===== config.mk =====
export PLATFORM = sky130hd
export DESIGN_NAME = pipe_reg_chain
export DESIGN_NICKNAME = d
export VERILOG_FILES = /design/src/rtl/pipe_reg_pkg.sv /design/src/rtl/pipe_reg_stage.sv /design/src/rtl/pipe_reg_chain.sv
export SDC_FILE = /design/constraint.sdc
export NUM_CORES = 1
export LEC_CHECK = 0
export ABC_AREA = 1
export CORE_ASPECT_RATIO = 0.75
export CORE_UTILIZATION = 50
export CTS_CLUSTER_DIAMETER = 100
export CTS_CLUSTER_SIZE = 8
export DETAILED_ROUTE_END_ITERATION = 8
export GPL_TIMING_DRIVEN = 0
export PLACE_DENSITY = 0.85
export SLEW_MARGIN = 20
export SYNTH_ARGS = -nofsm -noshare
export SYNTH_HDL_FRONTEND = slang
export SYNTH_SLANG_ARGS = --single-unit

===== constraint.sdc =====
create_clock -name clk -period 2.3 [get_ports clk]
set_input_delay 0.69 -clock clk [delete_from_list [all_inputs] [get_ports clk]]
set_output_delay 0.69 -clock clk [all_outputs]
set_load 0.005 [all_outputs]

===== src/rtl/pipe_reg_pkg.sv =====
// Shared constants and helpers for the elastic pipeline register chain.
// Defines depth limit, stall counter width and occupancy width helper.
package pipe_reg_pkg;

  localparam int MAX_DEPTH   = 8;
  localparam int STALL_CNT_W = 16;

  typedef logic [STALL_CNT_W-1:0] stall_cnt_t;

  function automatic int occ_width(input int depth);
    return $clog2(depth + 1);
  endfunction

endpackage


===== src/rtl/pipe_reg_stage.sv =====
// One elastic stage: a valid bit plus a WIDTH data register.
// Ports: clk, rst_n, i_flush, i_load, i_valid, i_data -> o_valid, o_data.
module pipe_reg_stage #(
  parameter int               WIDTH     = 32,
  parameter logic [WIDTH-1:0] RESET_VAL = '0
) (
  input  logic             clk,
  input  logic             rst_n,
  input  logic             i_flush,
  input  logic             i_load,
  input  logic             i_valid,
  input  logic [WIDTH-1:0] i_data,
  output logic             o_valid,
  output logic [WIDTH-1:0] o_data
);

  logic             r_valid;
  logic [WIDTH-1:0] r_data;

  // Data only moves with a valid item, so bubbles never toggle it.
  always_ff @(posedge clk or negedge rst_n) begin
    if (!rst_n) begin
      r_valid <= 1'b0;
      r_data  <= RESET_VAL;
    end else if (i_flush) begin
      r_valid <= 1'b0;
    end else if (i_load) begin
      r_valid <= i_valid;
      if (i_valid) r_data <= i_data;
    end
  end

  assign o_valid = r_valid;
  assign o_data  = r_data;

endmodule


===== src/rtl/pipe_reg_chain.sv =====
// Elastic DEPTH-stage pipeline register with valid/ready and flush.
// Ports: clk, rst_n, flush, in_valid/in_ready/in_data,
//   out_valid/out_ready/out_data, occupancy, stall_cnt.
// Macro PIPE_REG_CHAIN_STALL_CNT_EN builds the saturating stall counter.
module pipe_reg_chain
  import pipe_reg_pkg::*;
#(
  parameter int               WIDTH     = 32,
  parameter int               DEPTH     = 2,
  parameter logic [WIDTH-1:0] RESET_VAL = '0
) (
  input  logic                        clk,
  input  logic                        rst_n,
  input  logic                        flush,
  input  logic                        in_valid,
  output logic                        in_ready,
  input  logic [WIDTH-1:0]            in_data,
  output logic                        out_valid,
  input  logic                        out_ready,
  output logic [WIDTH-1:0]            out_data,
  output logic [occ_width(DEPTH)-1:0] occupancy,
  output logic [STALL_CNT_W-1:0]      stall_cnt
);

  localparam int OCC_W = occ_width(DEPTH);

  logic [DEPTH-1:0] w_v;
  logic [DEPTH-1:0] w_rdy;
  logic [DEPTH-1:0] w_vin;
  logic [WIDTH-1:0] w_d   [DEPTH];
  logic [WIDTH-1:0] w_din [DEPTH];
  logic [OCC_W-1:0] w_occ;

  // Ready ripples from the output back to the input; an empty
  // stage is always ready, which collapses bubbles under stall.
  always_comb begin
    w_rdy = '0;
    w_rdy[DEPTH-1] = ~w_v[DEPTH-1] | out_ready;
    for (int i = DEPTH - 2; i >= 0; i--) begin
      w_rdy[i] = ~w_v[i] | w_rdy[i+1];
    end
  end

  assign in_ready = w_rdy[0] & ~flush & rst_n;

  genvar g;
  generate
    for (g = 0; g < DEPTH; g++) begin : g_stage
      if (g == 0) begin : g_head
        assign w_vin[g] = in_valid & in_ready;
        assign w_din[g] = in_data;
      end else begin : g_body
        assign w_vin[g] = w_v[g-1];
        assign w_din[g] = w_d[g-1];
      end

      pipe_reg_stage #(
        .WIDTH     (WIDTH),
        .RESET_VAL (RESET_VAL)
      ) u_stage (
        .clk     (clk),
        .rst_n   (rst_n),
        .i_flush (flush),
        .i_load  (w_rdy[g]),
        .i_valid (w_vin[g]),
        .i_data  (w_din[g]),
        .o_valid (w_v[g]),
        .o_data  (w_d[g])
      );
    end
  endgenerate

  assign out_valid = w_v[DEPTH-1];
  assign out_data  = w_d[DEPTH-1];

  always_comb begin
    w_occ = '0;
    for (int i = 0; i < DEPTH; i++) begin
      w_occ = w_occ + OCC_W'(w_v[i]);
    end
  end

  assign occupancy = w_occ;

`ifdef PIPE_REG_CHAIN_STALL_CNT_EN
  stall_cnt_t r_stall_cnt;

  // Saturates; flush deliberately leaves it alone.
  always_ff @(posedge clk or negedge rst_n) begin
    if (!rst_n) begin
      r_stall_cnt <= '0;
    end else if (out_valid && !out_ready && (r_stall_cnt != '1)) begin
      r_stall_cnt <= r_stall_cnt + 1'b1;
    end
  end

  assign stall_cnt = r_stall_cnt;
`else
  assign stall_cnt = '0;
`endif

endmodule


# Yosys cells after proc, flatten, opt, wreduce, memory -nomap -nowiden
# Cells that the tools add are included.
[op_classes] n_mul=0 n_eq_ne=0 n_reduce_logical=4 n_bitwise=8 muxes=4 n_div=0 n_addsub=1 shifts=0 n_lt_le_gt_ge=0
[op_table] cell="AND reduction 3 bit" n=2
[op_table] cell="2-to-1 mux 1 bit" n=4
[op_table] cell="nonzero test 2 bit" n=2
[op_table] cell="bitwise AND 1 bit" n=3
[op_table] cell="inverter 1 bit" n=3
[op_table] cell="adder 1 x 1 -> 2 bit" n=1
[op_table] cell="OR 1 bit" n=2
[word_totals] ram_bits=0 latch_bits=0 romBits=0 ff_bits=66 mem_count=0 output_inout_bits=52 wordCells=21

# Logic depth before layout (Yosys ltp)
[logic_depth] ltp_word=8 mapped_depth=6 ltp_nobuf=5

# By module
# A second synthesis with hierarchy kept.
[hier_totals] hier_cells=321 hier_area_um2=2941.6
[by_module_without_submodules] mod="pipe_reg_stage" instances=2 area_per_inst_um2=1378.8 cells_each=147
[by_module_without_submodules] mod="pipe_reg_chain" instances=1 area_per_inst_um2=183.9 cells_each=27

# Worst setup path after synthesis
# No wires, ideal clock.
[synth_timing] path_kind="input to output" start="input port out_ready" end="output port in_ready" arrival_time_ns=1.268 path_stages=5 setup_slack_ns=0.342 required_time_ns=1.610 n_path_buf=1 path_cell_list="inv_1 > nand3_1 > buf_2 > nand2_1 > inv_1"
[synth_via] elab_chain_cells=4
[synth_rtl] item="start, declared" line="pipe_reg_chain.sv:19" text="input logic out_ready,"
[synth_rtl] item="OR 1 bit" line="pipe_reg_chain.sv:38" text="w_rdy[DEPTH-1] = ~w_v[DEPTH-1] | out_ready;"
[synth_rtl] item="OR 1 bit" line="pipe_reg_chain.sv:40" text="w_rdy[i] = ~w_v[i] | w_rdy[i+1];"
[synth_rtl] item="bitwise AND 1 bit (2 in series)" line="pipe_reg_chain.sv:44" text="assign in_ready = w_rdy[0] & ~flush & rst_n;"
[synth_rtl] item="end, declared" line="pipe_reg_chain.sv:16" text="output logic in_ready,"
# Every way passes these cells.

# Worst setup path in the final report
[layout_timing] start="register g_stage[0].u_stage.r_valid" end="output port occupancy[0]"
[layout_via] elab_chain_cells=1
[layout_rtl] item="start, declared" line="pipe_reg_stage.sv:17" text="logic r_valid;"
[layout_rtl] item="start signal, assigned" line="pipe_reg_stage.sv:28" text="r_valid <= i_valid;"
[layout_rtl] item="adder 1 x 1 -> 2 bit" line="pipe_reg_chain.sv:79" text="w_occ = w_occ + OCC_W'(w_v[i]);"
[layout_rtl] item="end, declared" line="pipe_reg_chain.sv:21" text="output logic [occ_width(DEPTH)-1:0] occupancy,"
# Every way passes these cells.

==> flow_metrics.py <==
metrics = {
    "critical_path": {
        "max_stage_delay_ns": 0.49,
        "cp_max_fo": 3,
        "cp-end-kind": "output pin",
        "cp_slowest_cell": "clkdlybuf4s50_1",
        "arrival_ns": 1.58,
        "crit_type": "flop to output pin",
        "startpoint_type": "flop",
        "critical_path.startpoint": "g_stage[0].u_stage.o_valid",
        "path_cells": "ha_1 -> clkdlybuf4s50_1",
        "critPathRequiredTime_ns": 1.61,
        "r2r_start": "g_stage[1].u_stage.o_valid",
        "reg2reg_slack_ns": 0.84,
    },
    "grt": {
        "grt_pass1_wl_um": 11800,
        "globalRouteOverflowTotal": 0,
        "met2_usage_pct": 43.7,
        "grt_use_met3_pct": 7.43,
        "grt_pass1_vias": 2461,
        "grt_max_degree": 19,
        "grt.busiest_layer": "met2",
        "track_usage_pct": 27.3,
        "grt_use_met1_pct": 35.2,
        "antenna_found_initial": 0,
    },
    "synth": {
        "syn_area_per_cell_um2": 9.09,
        "netlist_instances": 311,
        "yosys.area_share.simple_pct": 31.7,
        "synth_compound_area_share_pct": 0.354,
        "synth_seq_area_share_pct": 58.4,
        "synth_xor_area_share_pct": 0,
        "netlist_area_mm2": 0.00283,
        "muxShareOfSynthArea_pct": 0,
        "synth_top_family_by_area": "simple AND/OR/NAND/NOR gates",
        "yosysUniqueCellTypes": 18,
        "synth_fa_ha_area_share_pct": 0.443,
        "ys_ff_latch": 66,
        "yosys_warnings": 0,
    },
    "layout": {
        "diodes": 0,
        "syn_to_final_growth_pct": 43.3,
        "layout-drive-gt1-share_pct": 17.0,
        "final_area_mm2": 0.00405,
        "nNetsFinal": 457,
    },
    "clocking": {
        "clockBufferDepth": 2,
        "htreeDepth": 3,
        "path_clk_slew_ns": 0.07,
        "cts_hold_buf": 0,
        "cts_tree": "yes",
        "cts_root_buf": "clkbuf_8",
        "insertion_delay_ns": 0.35,
        "cts_buffers": 9,
        "clkSinkCount": 66,
    },
    "floorplan": {
        "die_area_mm2": 0.00596,
        "die_x_um": 88.8,
        "io_pins": 89,
        "core_area_mm2": 0.00538,
        "fp.dieH_um": 67.1,
        "initial_core_util_pct": 52.5,
        "rows": 23,
    },
    "power_and_ir_drop": {
        "switchingPower_w": 0.000844,
        "power.density_mw_per_mm2": 776,
        "ir_worst_vdd_uv": 384,
        "pwr-share-clk_pct": 28.7,
        "internal-power_w": 0.00230,
        "p_sw_share_pct": 26.8,
        "p_seq_share_pct": 48.6,
        "p_leak_nw": 2.10,
        "p_comb_share_pct": 22.7,
    },
    "sta": {
        "fin_crit_ns": 2.27,
        "final.period_utilization_pct": 98.8,
        "hold_viol_final": 0,
        "rsz0062_at_grt": "false",
        "max_freq_ghz": 0.440,
        "final_max_slew_viol_count": 0,
        "final.setup_skew_ns": 0.0105,
        "setup_viol": 0,
        "tns_ns": 0,
    },
    "drt": {
        "drt-initial-drc-count": 151,
        "wl_per_cell_um": 14.8,
        "firstDrtPassIters": 5,
        "ant_nets": 0,
        "vias_per_cell": 5.12,
        "num_vias": 2557,
        "post-route-drc-count": 0,
        "drt-total-wl_um": 7390,
    },
    "job": {
        "maxCapViolations": 0,
    },
    "place": {
        "place.gp.congestion": 0.821,
        "placed_area_mm2": 0.00370,
        "detailed_place_hpwl_um": 4660,
        "io_buffers": 71,
    },
    "hold_path": {
        "hold_class": "input pin to asynchronous set/reset pin",
    },
    "outcome": {
        "status": "complete, no violations",
    },
}
-- worst paths after layout --
path                                                      end  cells past startpoint
worst max-delay path                             occupancy[0]                      2
worst min register to register   g_stage[1].u_stage.o_data[6]                      2
worst min-delay path            g_stage[0].u_stage.o_data[23]                      1
max in group asynchronous       g_stage[0].u_stage.o_data[27]                      3
min in group clk                 g_stage[1].u_stage.o_data[6]                      2
worst max register to register   g_stage[0].u_stage.o_data[6]                      7
-- registers in the layout, summed over array words and instances (netlist names) --
register / flops
g_stage.u_stage.o_data: 64
g_stage.u_stage.o_valid: 2
-- layout by cell type (no fill, tap or decap), drive strengths merged --
master / synthesis / routed
a21oi: 1 / 1
buf: 37 / 47
bufbuf: 0 / 2
clkbuf: 1 / 17
clkdlybuf4s50: 0 / 67
clkinv: 0 / 2
conb: 1 / 16
dfrtp: 66 / 66
dlygate4sd2: 0 / 1
ha: 1 / 1
inv: 4 / 4
nand2: 131 / 131
nand3: 34 / 34
nand4: 32 / 32
nor2: 2 / 2
o21ai: 1 / 1
-- per-stage QoR --
| step | setup WS [ns] | utilization [%] | instances | total power (W) | hold WS, ns |
|---|---|---|---|---|---|
| detailed placement | -0.929 | 68.8 | 473 | 0.00222 | 0.458 |
| CTS | 0.0170 | 74.7 | 494 | 0.00314 | 0.141 |
| floorplan | 0.342 | - | 326 | 0.00177 | 0.394 |
| global placement | -3.15 | 68.5 | 472 | 0.00219 | 0.452 |
| finish | 0.0284 | 75.3 | 499 | 0.00314 | 0.150 |
| global route | 0.000380 | 75.3 | 499 | 0.00330 | 0.140 |
-- power by group through the flow --
stage,logic [W],registers [W],clock network [W]
floorplan,0.000244,0.00153,0
global placement,0.000652,0.00153,0
detailed placement,0.000677,0.00154,0
CTS,0.000708,0.00152,0.000905
finish,0.000713,0.00153,0.000901
global route,0.000799,0.00155,0.000955
-- metal layers --
metal  part of all wire (%)  up-vias
li1                       -     1209
met1                     42     1225
met4                    1.6        0
met2                     47      115
met5                      0        -
met3                    8.5        8
-- logic make-up (layout without fill, tap and decap cells) --
family                     after synthesis  after routing
adders and majority gates                1              1
and+or+nand+nor                        199            199
AOI/OAI and AO/OA                        2              2
buffers and inverters                   42            140
DFF                                     66             66
other                                    1             16
-- synth_stat cells, drive strengths merged --
master  count  area (µm²)
a21oi       1        5.00
nand4      32         200
nand3      34         183
inv         4        15.0
conb        1        3.75
buf        37         234
dfrtp      66        1650
nor2        2        17.5
clkbuf      1        5.00
ha          1        12.5
nand2     131         494
o21ai       1        5.00
-- critical path: cells and delay by family, from the launching register on --
kind                       cells  cell delay (ns)
adders and majority gates      1             0.30
DFF                            1             0.45
buffers and inverters          1             0.49
-- area by class of cell --
cell class                 count  area [µm²]
buffer                        37         240
clock buffer                  14         173
clock inverter                 2        10.0
fill                         391        1330
inverter                       4        15.0
multi-input combinational    218         990
sequential                    66        1650
tap                           75        93.8
timing repair buffer          83         877
-- repair_timing --
item	CTS	global route
pin swaps	1	0
gates cloned	2	0
endpoints found under the setup margin	1	2
resized for setup	14	5
buffers inserted	4	5
(Power assumes the default switching activity.)
==> RTL edit (same flow settings) <==
`STALL_CNT_W`: 16 -> 12.
--- a/src/rtl/pipe_reg_pkg.sv
+++ b/src/rtl/pipe_reg_pkg.sv
@@ -4,5 +4,5 @@
 
   localparam int MAX_DEPTH   = 8;
-  localparam int STALL_CNT_W = 16;
+  localparam int STALL_CNT_W = 12;
 
   typedef logic [STALL_CNT_W-1:0] stall_cnt_t;
Interface: changed (resized stall_cnt); port bits go from 89 to 85. The function was not compared with the original's and may differ.
==> RTL edit against the original RTL <==
  * Non-clock buffer count is 10 lower
  * Combinational power shrank 3.4%
  * Wire length down 5.6%
  * Die area shrank 1.0%
  * Worst setup slack better by 0.019 ns
  * Power is 2.1% higher
  * Sequential cell count stayed put
  * Hold slack worse by 0.0012 ns
  * Cell count decreased by 3.0%
  * Maximum frequency increased by 0.86%
  * Cell area down 2.6%
  * Largest power group unchanged
  * Synthesized area fell by 1.1%
  * Critical path depth unchanged
  * Register-to-register slack worse by 0.02 ns
  * Critical endpoint unchanged
==> RTL edit: results (changes against the original RTL) <==
| Metric | Value |
|---|---|
| # diodes | `0 (unchanged)` |
| Initial drt markers | `205 (was 151)` |
| WL/cell | `14.4 microns (was 14.8 microns)` |
| Mux share of post-synthesis cell area | `0 (unchanged)` |
| Synth Instances | `307 (was 311)` |
| First-pass GRT wire length | `10800 microns (was 11800 microns)` |
| Lkg Pwr | `2.02 nW (was 2.10 nW)` |
| Largest net degree at the start of global routing | `38 (was 19)` |
| Top Family by Delay on Critical Path | `buffers and inverters (unchanged)` |
| Placed wire-length estimate | `4600 microns (was 4660 microns)` |
| Actual slew at the worst max-slew pin | `0.504 ns` |
| Synth Area in Compound Gates | `0.00358 (was 0.00354)` |
| R2R setup slack | `0.82 ns (was 0.84 ns)` |
| Fmax | `0.444 GHz (was 0.440 GHz)` |
| Vias in the first global route | `2355 (was 2461)` |
| R2R Path End | `g_stage[0].u_stage.o_data[10] (was g_stage[0].u_stage.o_data[6])` |
| Fin cells | `484 (was 499)` |
| Register area share after synthesis | `0.591 (was 0.584)` |
| First drt pass iteration count | `4 (was 5)` |
| Sw Share | `0.257 (was 0.268)` |
| Status | `completed (unchanged)` |
| Final nets | `443 (was 457)` |
| Layout cell share with drive strength beyond 1 | `0.149 (was 0.170)` |
| Largest register FFs | `64 (unchanged)` |
| Reg clk slew, reported paths | `0.07 ns (about the same)` |
| H-tree depth | `3 (unchanged)` |
| GRT Overall Usage | `0.253 (was 0.273)` |
| Synth cell count leaders | `nand2_1 (130), dfrtp_1 (66), nand3_1 (33) (unchanged)` |
| Worst Skew | `0.00665 ns (was 0.0105 ns)` |
| Worst setup startpoint | `g_stage[0].u_stage.o_valid (unchanged)` |
| Via-to-Cell Ratio | `5.17 (was 5.12)` |
| Xor/xnor share of the synthesized area | `0 (unchanged)` |
| Synth top area cells | `dfrtp_1 (59%), nand2_1 (17%), nand4_1 (7.2%) (was dfrtp_1 (58%), nand2_1 (17%), nand4_1 (7.1%))` |
| Adder and majority gate portion of the synthesized area | `0.00447 (was 0.00443)` |
| Dpl ws | `-0.746 ns (was -0.929 ns)` |
| GPL Wtd Cong | `0.835 (was 0.821)` |
| Root Driver | `clkbuf_8 (unchanged)` |
| Placement-stage cell area | `3660 sq um (was 3700 sq um)` |
| Dpl cells | `465 (was 473)` |
| Maximum vdd drop | `0.540 mV (was 0.384 mV)` |
==> RTL edit: metrics by stage <==
step                hold WS, ns  TNS, ns
floorplan                 0.394        0
global placement          0.453  -175.82
detailed placement        0.458   -0.746
CTS                       0.161        0
global route              0.131        0
finish                    0.149        0
==> RTL edit: cell type report <==
cell class	instances	area [sq um]
clock inverter	2	35.0
clock buffer	13	169
multi-input combinational	214	975
fill	394	1410
tap	75	93.8
timing repair buffer	77	796
sequential	66	1650
buffer	33	210
inverter	4	15.0
==> RTL edit: power by group through the flow <==
stage / Combinational (mW) / Sequential (mW) / Clock (mW)
global placement: 0.646 / 1.53 / 0
floorplan: 0.238 / 1.53 / 0
detailed placement: 0.673 / 1.54 / 0
CTS: 0.687 / 1.52 / 1.01
finish: 0.689 / 1.52 / 0.996
global route: 0.770 / 1.55 / 1.06
==> RTL edit: cell families (layout without fill, tap and decap cells) <==
group | after synthesis | count (layout)
AOI/OAI and AO/OA | 2 | 2
other | 1 | 12
buffers and inverters | 38 | 129
DFF | 66 | 66
adders and majority gates | 1 | 1
and+or+nand+nor | 199 | 199
==> RTL edit: what timing repair did <==
| action | in CTS | in global routing |
|---|---|---|
| setup endpoints to repair | 1 | 2 |
| buffers inserted | 2 | 2 |
| hold buffers | 0 | 0 |
| resized for setup | 11 | 5 |
| pin swaps | 1 | 0 |
| gates cloned | 0 | 1 |
==> RTL edit: layer usage <==
layer  wire length (microns)  up-vias  global-route usage  part of all wire
met3                     529        5              0.0818             0.076
met2                    3380      116               0.407              0.48
met4                      48        0              0.0968            0.0069
met1                    3020     1196               0.318              0.43
met5                       0        -                   0                 0
li1                        -     1184                   -                 -
